===== config.mk =====
export PLATFORM = sky130hd
export DESIGN_NAME = operand_fetch_stage_flat
export DESIGN_NICKNAME = d
export VERILOG_FILES = /design/src/rtl/operand_fetch_stage_if.sv /design/src/rtl/operand_fetch_stage.sv /design/src/flat_wrapper.sv
export SDC_FILE = /design/constraint.sdc
export NUM_CORES = 1
export LEC_CHECK = 0
export CORE_UTILIZATION = 25
export DETAILED_ROUTE_END_ITERATION = 16
export PLACE_DENSITY = 0.53
export SYNTH_ARGS = -nofsm -noshare
export SYNTH_HDL_FRONTEND = slang
export SYNTH_SLANG_ARGS = --single-unit

===== constraint.sdc =====
create_clock -name clk -period 3.35 [get_ports clk]
set_input_delay 0.67 -clock clk [delete_from_list [all_inputs] [get_ports clk]]
set_output_delay 0.67 -clock clk [all_outputs]
set_load 0.005 [all_outputs]

===== src/rtl/operand_fetch_stage_if.sv =====
// Handshake bundles for operand_fetch_stage.
//
// ofs_dec_if : decoder -> operand fetch stage.
//   dec_valid, dec_opcode, dec_rd, dec_rs1, dec_rs2, dec_writes_rd,
//   dec_use_imm and dec_imm are driven by the decoder (master).
//   dec_ready is driven by the stage (slave).
//
// ofs_ex_if : operand fetch stage -> arithmetic unit.
//   ex_valid, ex_opcode, ex_operand_1, ex_operand_2, ex_rd and ex_writes_rd
//   are driven by the stage (master). ex_ready is driven by the arithmetic
//   unit (slave).

interface ofs_dec_if #(
  parameter int WORD_SIZE = 19,
  parameter int OPCODE_W  = 5,
  parameter int REG_AW    = 4
);
  logic                 dec_valid;
  logic                 dec_ready;
  logic [OPCODE_W-1:0]  dec_opcode;
  logic [REG_AW-1:0]    dec_rd;
  logic [REG_AW-1:0]    dec_rs1;
  logic [REG_AW-1:0]    dec_rs2;
  logic                 dec_writes_rd;
  logic                 dec_use_imm;
  logic [WORD_SIZE-1:0] dec_imm;

  modport master (
    output dec_valid, dec_opcode, dec_rd, dec_rs1, dec_rs2,
           dec_writes_rd, dec_use_imm, dec_imm,
    input  dec_ready
  );

  modport slave (
    input  dec_valid, dec_opcode, dec_rd, dec_rs1, dec_rs2,
           dec_writes_rd, dec_use_imm, dec_imm,
    output dec_ready
  );
endinterface

interface ofs_ex_if #(
  parameter int WORD_SIZE = 19,
  parameter int OPCODE_W  = 5,
  parameter int REG_AW    = 4
);
  logic                 ex_valid;
  logic                 ex_ready;
  logic [OPCODE_W-1:0]  ex_opcode;
  logic [WORD_SIZE-1:0] ex_operand_1;
  logic [WORD_SIZE-1:0] ex_operand_2;
  logic [REG_AW-1:0]    ex_rd;
  logic                 ex_writes_rd;

  modport master (
    output ex_valid, ex_opcode, ex_operand_1, ex_operand_2, ex_rd, ex_writes_rd,
    input  ex_ready
  );

  modport slave (
    input  ex_valid, ex_opcode, ex_operand_1, ex_operand_2, ex_rd, ex_writes_rd,
    output ex_ready
  );
endinterface


===== src/rtl/operand_fetch_stage.sv =====
// Operand fetch / issue stage in front of the arithmetic unit.
//
// Accepts decoded instructions, reads the register file, bypasses same-cycle
// writeback data, and blocks RAW/WAW hazards with a per-register scoreboard.
// The issued instruction sits in a one-entry output register (EMPTY/FULL)
// with a valid/ready handshake towards the arithmetic unit.
//
// Ports:
//   clk, rst_n            clock, synchronous active-low reset
//   flush                 kill the issued instruction, clear the scoreboard
//   dec  (ofs_dec_if)     decoded instruction handshake (slave side)
//   rf_raddr1/2           register-file read addresses (= dec_rs1/dec_rs2)
//   rf_rdata1/2           combinational register-file read data
//   wb_valid/wb_rd/wb_data writeback port (bypass + scoreboard clear)
//   ex   (ofs_ex_if)      issued instruction handshake (master side)
//   stall_cnt             saturating count of hazard-stall cycles

module operand_fetch_stage #(
  parameter int WORD_SIZE   = 19,
  parameter int OPCODE_W    = 5,
  parameter int NUM_REGS    = 16,
  parameter int REG_AW      = 4,
  parameter int STALL_CNT_W = 16
) (
  input  logic                   clk,
  input  logic                   rst_n,
  input  logic                   flush,
  ofs_dec_if.slave               dec,
  output logic [REG_AW-1:0]      rf_raddr1,
  output logic [REG_AW-1:0]      rf_raddr2,
  input  logic [WORD_SIZE-1:0]   rf_rdata1,
  input  logic [WORD_SIZE-1:0]   rf_rdata2,
  input  logic                   wb_valid,
  input  logic [REG_AW-1:0]      wb_rd,
  input  logic [WORD_SIZE-1:0]   wb_data,
  ofs_ex_if.master               ex,
  output logic [STALL_CNT_W-1:0] stall_cnt
);

  typedef enum logic {EMPTY = 1'b0, FULL = 1'b1} state_e;

  state_e                 state_q;
  logic [OPCODE_W-1:0]    opcode_q;
  logic [WORD_SIZE-1:0]   operand_1_q, operand_2_q;
  logic [REG_AW-1:0]      rd_q;
  logic                   writes_rd_q;
  logic [NUM_REGS-1:0]    sb_q, sb_d;
  logic [STALL_CNT_W-1:0] stall_q, stall_d;

  logic [NUM_REGS-1:0]    wb_mask, busy;
  logic [WORD_SIZE-1:0]   src1, src2;
  logic                   hazard, slot_free, issue;

  assign rf_raddr1 = dec.dec_rs1;
  assign rf_raddr2 = dec.dec_rs2;

  // Operand select: r0 is hard zero, then writeback bypass, then RF data.
  assign src1 = (dec.dec_rs1 == '0)                 ? '0 :
                (wb_valid && wb_rd == dec.dec_rs1)  ? wb_data : rf_rdata1;
  assign src2 = dec.dec_use_imm                     ? dec.dec_imm :
                (dec.dec_rs2 == '0)                 ? '0 :
                (wb_valid && wb_rd == dec.dec_rs2)  ? wb_data : rf_rdata2;

  // A register whose result arrives on the writeback port this cycle is no
  // longer busy, since the bypass delivers the value.
  // NOTE: every signal assigned in always_comb gets a default first, so no
  // path leaves it unassigned and no latch is inferred.
  always_comb begin
    wb_mask = '0;
    if (wb_valid) wb_mask[wb_rd] = 1'b1;
    busy    = sb_q & ~wb_mask;
    busy[0] = 1'b0;
  end

  assign hazard = busy[dec.dec_rs1]
                | (!dec.dec_use_imm && busy[dec.dec_rs2])
                | (dec.dec_writes_rd && busy[dec.dec_rd]);

  assign slot_free     = (state_q == EMPTY) || ex.ex_ready;
  assign dec.dec_ready = rst_n && !flush && slot_free && !hazard;
  assign issue         = dec.dec_valid && dec.dec_ready;

  // Scoreboard next state: the issue-set is applied after the writeback
  // clear so that a same-register collision leaves the bit set.
  always_comb begin
    sb_d = sb_q;
    if (flush) begin
      sb_d = '0;
    end else begin
      if (wb_valid) sb_d[wb_rd] = 1'b0;
      if (issue && dec.dec_writes_rd && dec.dec_rd != '0) sb_d[dec.dec_rd] = 1'b1;
    end
    sb_d[0] = 1'b0;
  end

  // Only true hazard stalls are counted; backpressure and flush are not.
  always_comb begin
    stall_d = stall_q;
    if (dec.dec_valid && hazard && slot_free && !flush && stall_q != '1)
      stall_d = stall_q + 1'b1;
  end

  // NOTE: state registers use non-blocking assignments so every flop samples
  // the pre-edge values regardless of statement order.
  // NOTE: the scoreboard is a small flop vector, not a RAM, so it is reset
  // with everything else; no stale busy bit may survive a reset.
  always_ff @(posedge clk) begin
    if (!rst_n) begin
      state_q     <= EMPTY;
      opcode_q    <= '0;
      operand_1_q <= '0;
      operand_2_q <= '0;
      rd_q        <= '0;
      writes_rd_q <= 1'b0;
      sb_q        <= '0;
      stall_q     <= '0;
    end else begin
      sb_q    <= sb_d;
      stall_q <= stall_d;

      // issue is impossible during flush, so loading here never conflicts.
      if (issue) begin
        opcode_q    <= dec.dec_opcode;
        operand_1_q <= src1;
        operand_2_q <= src2;
        rd_q        <= dec.dec_rd;
        writes_rd_q <= dec.dec_writes_rd;
      end

      case (state_q)
        EMPTY: if (issue) state_q <= FULL;
        FULL: begin
          if (flush)                       state_q <= EMPTY;
          else if (ex.ex_ready && !issue)  state_q <= EMPTY;
        end
        default: state_q <= EMPTY;
      endcase
    end
  end

  assign ex.ex_valid     = (state_q == FULL);
  assign ex.ex_opcode    = opcode_q;
  assign ex.ex_operand_1 = operand_1_q;
  assign ex.ex_operand_2 = operand_2_q;
  assign ex.ex_rd        = rd_q;
  assign ex.ex_writes_rd = writes_rd_q;
  assign stall_cnt       = stall_q;

endmodule


===== src/flat_wrapper.sv =====
// flat-port wrapper written by rule: the top's interface ports become plain ports
module operand_fetch_stage_flat 
#(
  parameter int WORD_SIZE   = 19,
  parameter int OPCODE_W    = 5,
  parameter int NUM_REGS    = 16,
  parameter int REG_AW      = 4,
  parameter int STALL_CNT_W = 16
)
  (clk, rst_n, flush, rf_raddr1, rf_raddr2, rf_rdata1, rf_rdata2, wb_valid, wb_rd, wb_data, stall_cnt, dec_dec_valid, dec_dec_opcode, dec_dec_rd, dec_dec_rs1, dec_dec_rs2, dec_dec_writes_rd, dec_dec_use_imm, dec_dec_imm, dec_dec_ready, ex_ex_valid, ex_ex_opcode, ex_ex_operand_1, ex_ex_operand_2, ex_ex_rd, ex_ex_writes_rd, ex_ex_ready);
  ofs_dec_if #(.WORD_SIZE(WORD_SIZE), .OPCODE_W(OPCODE_W), .REG_AW(REG_AW)) dec_i ();
  ofs_ex_if #(.WORD_SIZE(WORD_SIZE), .OPCODE_W(OPCODE_W), .REG_AW(REG_AW)) ex_i ();
  input  logic clk;
  input  logic rst_n;
  input  logic flush;
  output logic [REG_AW-1:0] rf_raddr1;
  output logic [REG_AW-1:0] rf_raddr2;
  input  logic [WORD_SIZE-1:0] rf_rdata1;
  input  logic [WORD_SIZE-1:0] rf_rdata2;
  input  logic wb_valid;
  input  logic [REG_AW-1:0] wb_rd;
  input  logic [WORD_SIZE-1:0] wb_data;
  output logic [STALL_CNT_W-1:0] stall_cnt;
  input wire logic [$bits(dec_i.dec_valid)-1:0] dec_dec_valid;
  input wire logic [$bits(dec_i.dec_opcode)-1:0] dec_dec_opcode;
  input wire logic [$bits(dec_i.dec_rd)-1:0] dec_dec_rd;
  input wire logic [$bits(dec_i.dec_rs1)-1:0] dec_dec_rs1;
  input wire logic [$bits(dec_i.dec_rs2)-1:0] dec_dec_rs2;
  input wire logic [$bits(dec_i.dec_writes_rd)-1:0] dec_dec_writes_rd;
  input wire logic [$bits(dec_i.dec_use_imm)-1:0] dec_dec_use_imm;
  input wire logic [$bits(dec_i.dec_imm)-1:0] dec_dec_imm;
  output wire logic [$bits(dec_i.dec_ready)-1:0] dec_dec_ready;
  output wire logic [$bits(ex_i.ex_valid)-1:0] ex_ex_valid;
  output wire logic [$bits(ex_i.ex_opcode)-1:0] ex_ex_opcode;
  output wire logic [$bits(ex_i.ex_operand_1)-1:0] ex_ex_operand_1;
  output wire logic [$bits(ex_i.ex_operand_2)-1:0] ex_ex_operand_2;
  output wire logic [$bits(ex_i.ex_rd)-1:0] ex_ex_rd;
  output wire logic [$bits(ex_i.ex_writes_rd)-1:0] ex_ex_writes_rd;
  input wire logic [$bits(ex_i.ex_ready)-1:0] ex_ex_ready;
  assign dec_i.dec_valid = dec_dec_valid;
  assign dec_i.dec_opcode = dec_dec_opcode;
  assign dec_i.dec_rd = dec_dec_rd;
  assign dec_i.dec_rs1 = dec_dec_rs1;
  assign dec_i.dec_rs2 = dec_dec_rs2;
  assign dec_i.dec_writes_rd = dec_dec_writes_rd;
  assign dec_i.dec_use_imm = dec_dec_use_imm;
  assign dec_i.dec_imm = dec_dec_imm;
  assign dec_dec_ready = dec_i.dec_ready;
  assign ex_ex_valid = ex_i.ex_valid;
  assign ex_ex_opcode = ex_i.ex_opcode;
  assign ex_ex_operand_1 = ex_i.ex_operand_1;
  assign ex_ex_operand_2 = ex_i.ex_operand_2;
  assign ex_ex_rd = ex_i.ex_rd;
  assign ex_ex_writes_rd = ex_i.ex_writes_rd;
  assign ex_i.ex_ready = ex_ex_ready;
  operand_fetch_stage #(.WORD_SIZE(WORD_SIZE), .OPCODE_W(OPCODE_W), .NUM_REGS(NUM_REGS), .REG_AW(REG_AW), .STALL_CNT_W(STALL_CNT_W)) u_core (.clk(clk), .rst_n(rst_n), .flush(flush), .dec(dec_i), .rf_raddr1(rf_raddr1), .rf_raddr2(rf_raddr2), .rf_rdata1(rf_rdata1), .rf_rdata2(rf_rdata2), .wb_valid(wb_valid), .wb_rd(wb_rd), .wb_data(wb_data), .ex(ex_i), .stall_cnt(stall_cnt));
endmodule

==> results of run 1 <==
-- tightest hold or removal path: cells and delay by family, from the launching register on --
family	cells	cell delay, ns
flip-flops	1	0.31
AND/OR/NAND/NOR	2	0.11
-- layer usage --
| layer | up-vias | share of wire, % |
|---|---|---|
| li1 | 2405 | - |
| met1 | 2294 | 44 |
| met2 | 195 | 46 |
| met3 | 27 | 7.8 |
| met4 | 0 | 2.7 |
| met5 | - | 0 |
-- final cells by class --
cell class / count / area (um2)
clock buffer: 10 / 239.0
clock inverter: 6 / 35.03
fill: 1721 / 10060
inverter: 6 / 22.52
multi-input combinational: 403 / 2785
sequential: 80 / 1602
tap: 225 / 281.5
timing repair buffer: 250 / 2391
-- stage by stage --
step	cells	area, um2	hold WS [ns]	total power, mW	setup slack, ns
6_report	980	7356	0.4564	2.418	0.05116
5_1_grt	980	7356	0.4737	2.525	-0.001743
3_5_place_dp	961	6920	0.4483	1.488	-0.7809
4_1_cts	979	7317	0.4595	2.447	0.005574
2_1_floorplan	539	4488	0.4503	1.190	0.1625
3_3_place_gp	961	6920	0.4420	1.485	-0.7144
-- where the power goes --
| group | leakage, nW | internal (mW) | total (mW) | switching, mW |
|---|---|---|---|---|
| combinational | 1.82 | 0.269 | 0.496 | 0.227 |
| clock | 0.134 | 0.517 | 0.936 | 0.419 |
| sequential | 0.647 | 0.973 | 0.986 | 0.0126 |
-- synth_stat cells, drive strengths merged, types with 5 or more instances --
library cell	count	area share (%)
dfxtp	80	36
mux2i	57	13
nand3	55	6.1
nand2	45	3.8
o21ai	37	4.4
nor2	29	2.4
a21oi	28	3.1
clkbuf	26	2.2
buf	24	3.2
nand2b	22	3.1
o31ai	20	3.3
o211ai	17	2.8
o22ai	10	1.4
and3	8	1.1
or3	8	1.1
inv	6	0.50
nor3	6	0.78
nor4	6	1.2
xor2	6	1.2
or4	5	0.84
-- state kept, by name, indices dropped and copies added, names as in the netlist --
signal / cells
u_core.sb_q: 15
u_core.ex.ex_operand_2: 19
u_core.ex.ex_opcode: 5
u_core.ex.ex_operand_1: 19
u_core.stall_cnt: 16
u_core.ex.ex_valid: 1
u_core.ex.ex_rd: 4
u_core.ex.ex_writes_rd: 1
-- path summary, 6_finish.rpt --
kind,endpoint,slack [ns],cells past startpoint
max,dec_dec_ready,0.05,10
max reg2reg,u_core.stall_cnt[15],0.65,8
min reg2reg,u_core.ex.ex_opcode[4],0.46,2
min,u_core.ex.ex_opcode[4],0.46,2
-- timing repair --
item | 4_1_cts | 5_1_grt
cloned | 0 | 1
gates resized for setup | 49 | 8
endpoints found under the setup margin | 3 | 1
pin swaps | 8 | 5
setup buffers | 2 | 0
-- cell families after synthesis --
group	after synthesis	synth area share (%)
DFF	80	35.68
muxes	59	13.47
and+or+nand+nor	206	24.62
AOI/OAI and AO/OA	129	18.48
buffers and inverters	56	5.910
adders and majority gates	1	0.2787
xor gates and xnor gates	8	1.561
==> qor.txt, run 1 <==
drc violations = 0
slowest CP cell = mux4_2
fraction of layout cells with a size suffix above 1 = 17.35%
final core occ = 42.23%
Yosys cell types = 55
post-DP HPWL = 13,550 um
syn avg cell area = 8.327 um2
final WL = 17,790 um
worst clock skew = 0.007649 ns
CP Buf/Inv Count = 3
CTS buffer count = 9
first-pass GRT wire length = 27,210 um
critical path's largest stage delay = 0.46 ns
synthesized area = 4488 um2
initial antenna violation count = 0
layer carrying the most global-route usage = met2
total track usage = 19.53%
Crit. End Element = output pin
antenna-violating nets left = 0
Die Area = 18,490 um2
initial drt markers = 210
vias = 4,921
NumNets Final = 856
Synth async-reset ratio = 0%
GR met1 Demand/Resource = 23.51%
Final Cycle Share = 98.47%
Wirelength per Cell = 18.15 um
crit start category = input port
fin. max-slew vios = 0
Slew headroom = 41.10%
Hold Path Class = reg2reg
cell class contributing the biggest share of worst-path delay = simple AND/OR/NAND/NOR gates
H-tree depth = 3
YS warnings = 0
Hold Fails Final Rpt = 0
crit path cell chain = clkdlybuf4s15_2 > nand2_4 > o21ai_4 > buf_4 > mux4_2 > and3_4 > a211o_1 > and3_4 > and3_4 > buf_6
most frequent cells in the layout = clkdlybuf4s50_1 (169), dfxtp_1 (80), buf_4 (65), mux2i_1 (56), nand3_1 (55)
Worst-path clk slew = 0.07 ns
CTS Sinks = 80
critical path type = in2out
Setup TNS = 0 ns
DR pass1 iterations = 4
global routing usage on met2 = 32.00%
Max Cap Viol = 0
worst-path maximum fanout = 7
Clk Tree Root Cell = clkbuf_16
core area = 17,420 um2
Yosys reg bits = 80
static leakage = 2.604 nW
Hold Buf Count CTS = 0
Ports = 179
Initial Utilization = 25.77%
min Tclk post-route = 3.299 ns
Gate Count Post-Synth = 539
register area share after synthesis = 35.68%
commonest non-fill, non-tap cell in the layout = clkdlybuf4s50_1
Max clock buf depth = 2
reg2reg start = u_core.stall_cnt[7]
CTS tree = done
CP Launch Point = wb_rd[0]
clk_lat worst skew = 0.35 ns
Overflow after GRT = 0
Worst Path Arrival = 2.63 ns
CP dominant cell by count = and3_4
syn nets = 645
critical hold path startpoint = u_core.ex.ex_opcode[4]
die width = 136.0 um
port bufs = 178
Power Density = 328.7 nW/um2
EDFF count, synth = 0
vias in the first global route = 4,921
Chip Height = 136.0 um
GRT met3 Usage = 5.593%
# rows = 48
maximum vdd drop = 0.0002338 V
outcome = finished clean
GP Congestion = 0.8687
# diodes = 0
largest net degree at the start of global routing = 79
Layout area overhead = 63.90%
Via-to-Cell Ratio = 5.021
worst-margin pin slew = 0.8835 ns
Crit path required time = 2.68 ns
final setup fails = 0
ys flop type = dfxtp_1
Max Freq = 0.3031 GHz
Power figures use the tool's default switching activity.
==> run 2, diff against run 1 <==
Settings changed: MAX_ROUTING_LAYER set to met4.
==> run 2 against run 1 <==
  * Flip-flop and latch count unchanged
  * Cell count unchanged
  * Routed wire length down 1.1%
  * Highest routed layer unchanged
  * Power up 8.8%
  * Critical endpoint unchanged
==> qor.txt, run 2 (same netlist as run 1, synthesis figures left out) <==
outcome = finished clean
vias = 4,856
critical hold path startpoint = u_core.ex.ex_opcode[1]
die width = 136.0 um
final setup fails = 0
fraction of layout cells with a size suffix above 1 = 17.75%
first-pass GRT wire length = 26,540 um
cell class contributing the biggest share of worst-path delay = simple AND/OR/NAND/NOR gates
Wirelength per Cell = 17.95 um
Via-to-Cell Ratio = 4.955
# rows = 48
antenna-violating nets left = 0
clk_lat worst skew = 0.35 ns
most frequent cells in the layout = clkdlybuf4s50_1 (168), dfxtp_1 (80), buf_4 (64), mux2i_1 (56), nand3_1 (55)
Initial Utilization = 25.77%
Storage cell area = 1602 um2
core area = 17,420 um2
Hold Fails Final Rpt = 0
commonest non-fill, non-tap cell in the layout = clkdlybuf4s50_1
Overflow after GRT = 0
crit start category = input port
CTS buffer count = 9
post-DP HPWL = 13,360 um
footprint of the multi-input gates = 2804 um2
initial antenna violation count = 0
port bufs = 178
Max clock buf depth = 2
Hold Buf Count CTS = 0
Worst Setup Slack, final = 0.06134 ns
Chip Height = 136.0 um
Slew headroom = 42.82%
largest net degree at the start of global routing = 79
Max Cap Viol = 0
vias in the first global route = 4,815
worst clock skew = 0.008544 ns
Max Freq = 0.3041 GHz
drc violations = 0
H-tree depth = 3
Power Density = 353.6 nW/um2
initial drt markers = 176
CTS tree = done
final hold slack = 0.4518 ns
Setup WS pre-CTS = -0.7752 ns
GP Congestion = 0.8785
DR pass1 iterations = 6
Worst Path Arrival = 2.62 ns
fin. max-slew vios = 0
CTS Sinks = 80
Die Area = 18,490 um2
Hold Path Class = reg2reg
CP Buf/Inv Count = 3
Worst-path clk slew = 0.06 ns
critical path type = in2out
Clk Tree Root Cell = clkbuf_16
static leakage = 2.658 nW
RSZ-0062 raised after global routing = false
maximum vdd drop = 0.0002303 V
Ports = 179
Final Cycle Share = 98.17%
CP dominant cell by count = and3_4
slowest CP cell = mux4_2
Crit. End Element = output pin
min Tclk post-route = 3.289 ns
total track usage = 19.68%
Layout area overhead = 65.74%
crit path cell chain = buf_2 > or3b_4 > o21ai_4 > buf_6 > mux4_2 > and3_4 > a211o_1 > and3_4 > and3_4 > buf_6
CP Launch Point = wb_valid
worst-margin pin slew = 0.8577 ns
reg2reg start = u_core.stall_cnt[8]
# diodes = 0
Crit path required time = 2.68 ns
worst-path maximum fanout = 3
critical path's largest stage delay = 0.45 ns
final WL = 17,600 um
layout filler cell count = 1,761
NumNets Final = 856
-- run 2: final timing paths --
path	to	slack [ns]	depth (start not counted)
setup reg to reg	u_core.stall_cnt[15]	0.63	8
hold / removal	u_core.ex.ex_opcode[1]	0.45	2
hold reg to reg	u_core.ex.ex_opcode[1]	0.45	2
setup / recovery	dec_dec_ready	0.06	10
-- run 2: power by group --
| part | total, mW | switching, mW | internal, mW | leakage (nW) |
|---|---|---|---|---|
| clock network | 1.15 | 0.420 | 0.726 | 0.162 |
| registers | 0.986 | 0.0125 | 0.973 | 0.647 |
| logic | 0.498 | 0.227 | 0.271 | 1.85 |
-- run 2: timing repair --
item | in CTS | in global routing
cloned | 0 | 1
setup endpoints to repair | 1 | 1
buffers inserted | 0 | 3
gates resized for setup | 39 | 29
pin swaps | 9 | 9
-- run 2: tightest hold or removal path: stages, from the launching register on --
cell and delay (ns):
dfxtp_1 0.31, nand3_1 0.06, nand2_1 0.04
-- run 2: routing by layer --
layer / track usage, % / vias to the layer above / part of all wire [%]
li1: - / 2401 / -
met1: 24.58 / 2274 / 46
met2: 30.67 / 164 / 45
met3: 4.400 / 17 / 6.5
met4: 7.716 / 0 / 1.9
met5: - / - / 0
-- run 2: final cells by class --
class,instances,area share (%)
well taps,225,3.785
flip-flops and latches,80,21.53
clock buffers,10,3.078
multi-input cells,403,37.70
repair buffers,250,32.16
inverters,6,0.3028
clock inverters,6,1.447
-- run 2: metrics by stage --
step	power (mW)	cell area (um2)	setup TNS, ns	utilization [%]	instances
global placement	1.484	6900	-16.83	39.62	960
floorplan	1.190	4488	0	-	539
finish	2.630	7438	0	42.71	980
detailed placement	1.486	6900	-17.91	39.62	960
global route	2.735	7438	0	42.71	980
CTS	2.643	7317	0	42.01	976
==> run 3, diff against run 2 <==
Settings changed: CORE_MARGIN set to 2.
==> run 3 against run 2 <==
  * Register-to-register slack worse by 0.03 ns
  * Clock power down 10%
  * First-iteration DRC count is 28% higher
  * Power decreased by 4.1%
  * Cell area down 0.20%
  * Flip-flop and latch count is the same
  * Routed wire length is 5.0% higher
  * Critical endpoint unchanged
  * Largest power group unchanged
==> qor.txt, run 3 (same netlist as run 1, synthesis figures left out) <==
Power Density = 339.9 nW/um2
CTS Sinks = 80
Final Cycle Share = 98.26%
Max Cap Viol = 0
commonest non-fill, non-tap cell in the layout = clkdlybuf4s50_1
crit start category = input port
Layout area overhead = 65.40%
vias in the first global route = 5,023
Worst-path clk slew = 0.06 ns
GP Congestion = 0.9682
initial drt markers = 225
Hold Buf Count CTS = 0
min Tclk post-route = 3.292 ns
Initial Utilization = 25.77%
Die Area = 19,040 um2
antenna-violating nets left = 0
NumNets Final = 863
worst-path maximum fanout = 3
worst-margin pin slew = 0.8753 ns
slowest CP cell = mux4_2
Placed Area = 6943 um2
most frequent cells in the layout = clkdlybuf4s50_1 (169), dfxtp_1 (80), buf_4 (72), mux2i_1 (56), nand3_1 (54)
layer carrying the most global-route usage = met2
maximum vdd drop = 0.0002451 V
# rows = 48
outcome = finished clean
Ports = 179
final WL = 18,470 um
GR met1 Demand/Resource = 25.01%
total track usage = 20.01%
final core occ = 42.62%
Worst Path Arrival = 2.62 ns
Chip Height = 138.0 um
clk_lat worst skew = 0.35 ns
Clk Tree Root Cell = clkbuf_16
die width = 138.0 um
footprint of the multi-input gates = 2788 um2
port bufs = 178
critical path type = in2out
GRT met3 Usage = 4.825%
# diodes = 0
drc violations = 0
layout filler cell count = 1,749
Slew headroom = 41.65%
post-DP HPWL = 13,870 um
fraction of layout cells with a size suffix above 1 = 18.42%
Worst Setup Slack, final = 0.05839 ns
Hold Fails Final Rpt = 0
final hold slack = 0.4586 ns
final setup fails = 0
Crit path required time = 2.68 ns
final instance area = 7423 um2
CTS tree = done
CTS buffer count = 9
Hold Path Class = reg2reg
critical path's largest stage delay = 0.45 ns
Max Freq = 0.3038 GHz
worst clock skew = 0.009086 ns
vias = 4,972
CP dominant cell by count = and3_4
first-pass GRT wire length = 27,760 um
Storage cell area = 1602 um2
Via-to-Cell Ratio = 5.048
Crit. End Element = output pin
H-tree depth = 3
Overflow after GRT = 0
initial antenna violation count = 0
core area = 17,420 um2
largest net degree at the start of global routing = 79
crit path cell chain = buf_2 > or3b_4 > o21ai_4 > buf_6 > mux4_2 > and3_4 > a211o_1 > and3_4 > and3_4 > buf_6
fin. max-slew vios = 0
Max clock buf depth = 2
static leakage = 2.657 nW
Wirelength per Cell = 18.75 um
DR pass1 iterations = 4
Setup WS pre-CTS = -0.7844 ns
global routing usage on met2 = 31.68%
RSZ-0062 raised after global routing = false
==> run 3: layer usage <==
layer,part of all wire (%),routed length [um]
met1,45,8341
met2,46,8494
met5,0,0
met4,2.5,454
met3,6.4,1180
==> run 3: worst paths after layout <==
kind,from,end,depth (start not counted),slack [ns]
max,wb_valid,dec_dec_ready,10,0.06
min,u_core.ex.ex_opcode[0],u_core.ex.ex_opcode[0],2,0.46
max reg2reg,u_core.stall_cnt[7],u_core.stall_cnt[15],8,0.60
min reg2reg,u_core.ex.ex_opcode[0],u_core.ex.ex_opcode[0],2,0.46
==> run 3: area by class of cell <==
cell class / instances / share of cell area (%)
sequential: 80 / 21.57
tap: 225 / 3.792
timing repair buffer: 257 / 32.80
clock buffer: 11 / 3.405
clock inverter: 3 / 0.5731
inverter: 6 / 0.3034
multi-input combinational: 403 / 37.55
==> run 3: report_power, final <==
group          leakage, nW  switching, mW  total [mW]  internal [mW]
registers            0.647         0.0124       0.986          0.973
logic                 1.87          0.233       0.508          0.275
clock network        0.143          0.420        1.03          0.609
==> run 3: critical path: cells and delay by family <==
| kind | cells | cell delay [ns] |
|---|---|---|
| mux | 1 | 0.45 |
| simple gates | 4 | 0.78 |
| compound gates | 2 | 0.36 |
| buf+inv | 3 | 0.35 |
==> run 3: through the flow <==
stage	cells	setup TNS [ns]	power, mW
after global routing	985	0	2.629
final	985	0	2.523
after global placement	964	-10.42	1.490
after detailed placement	964	-18.30	1.493
after floorplan	539	0	1.190
after CTS	980	0	2.537
==> run 3: repair_timing <==
item / in CTS / in global routing
gates cloned: 0 / 1
gates resized for setup: 42 / 17
buffers inserted: 2 / 4
endpoints found under the setup margin: 2 / 1
pin swaps: 12 / 9
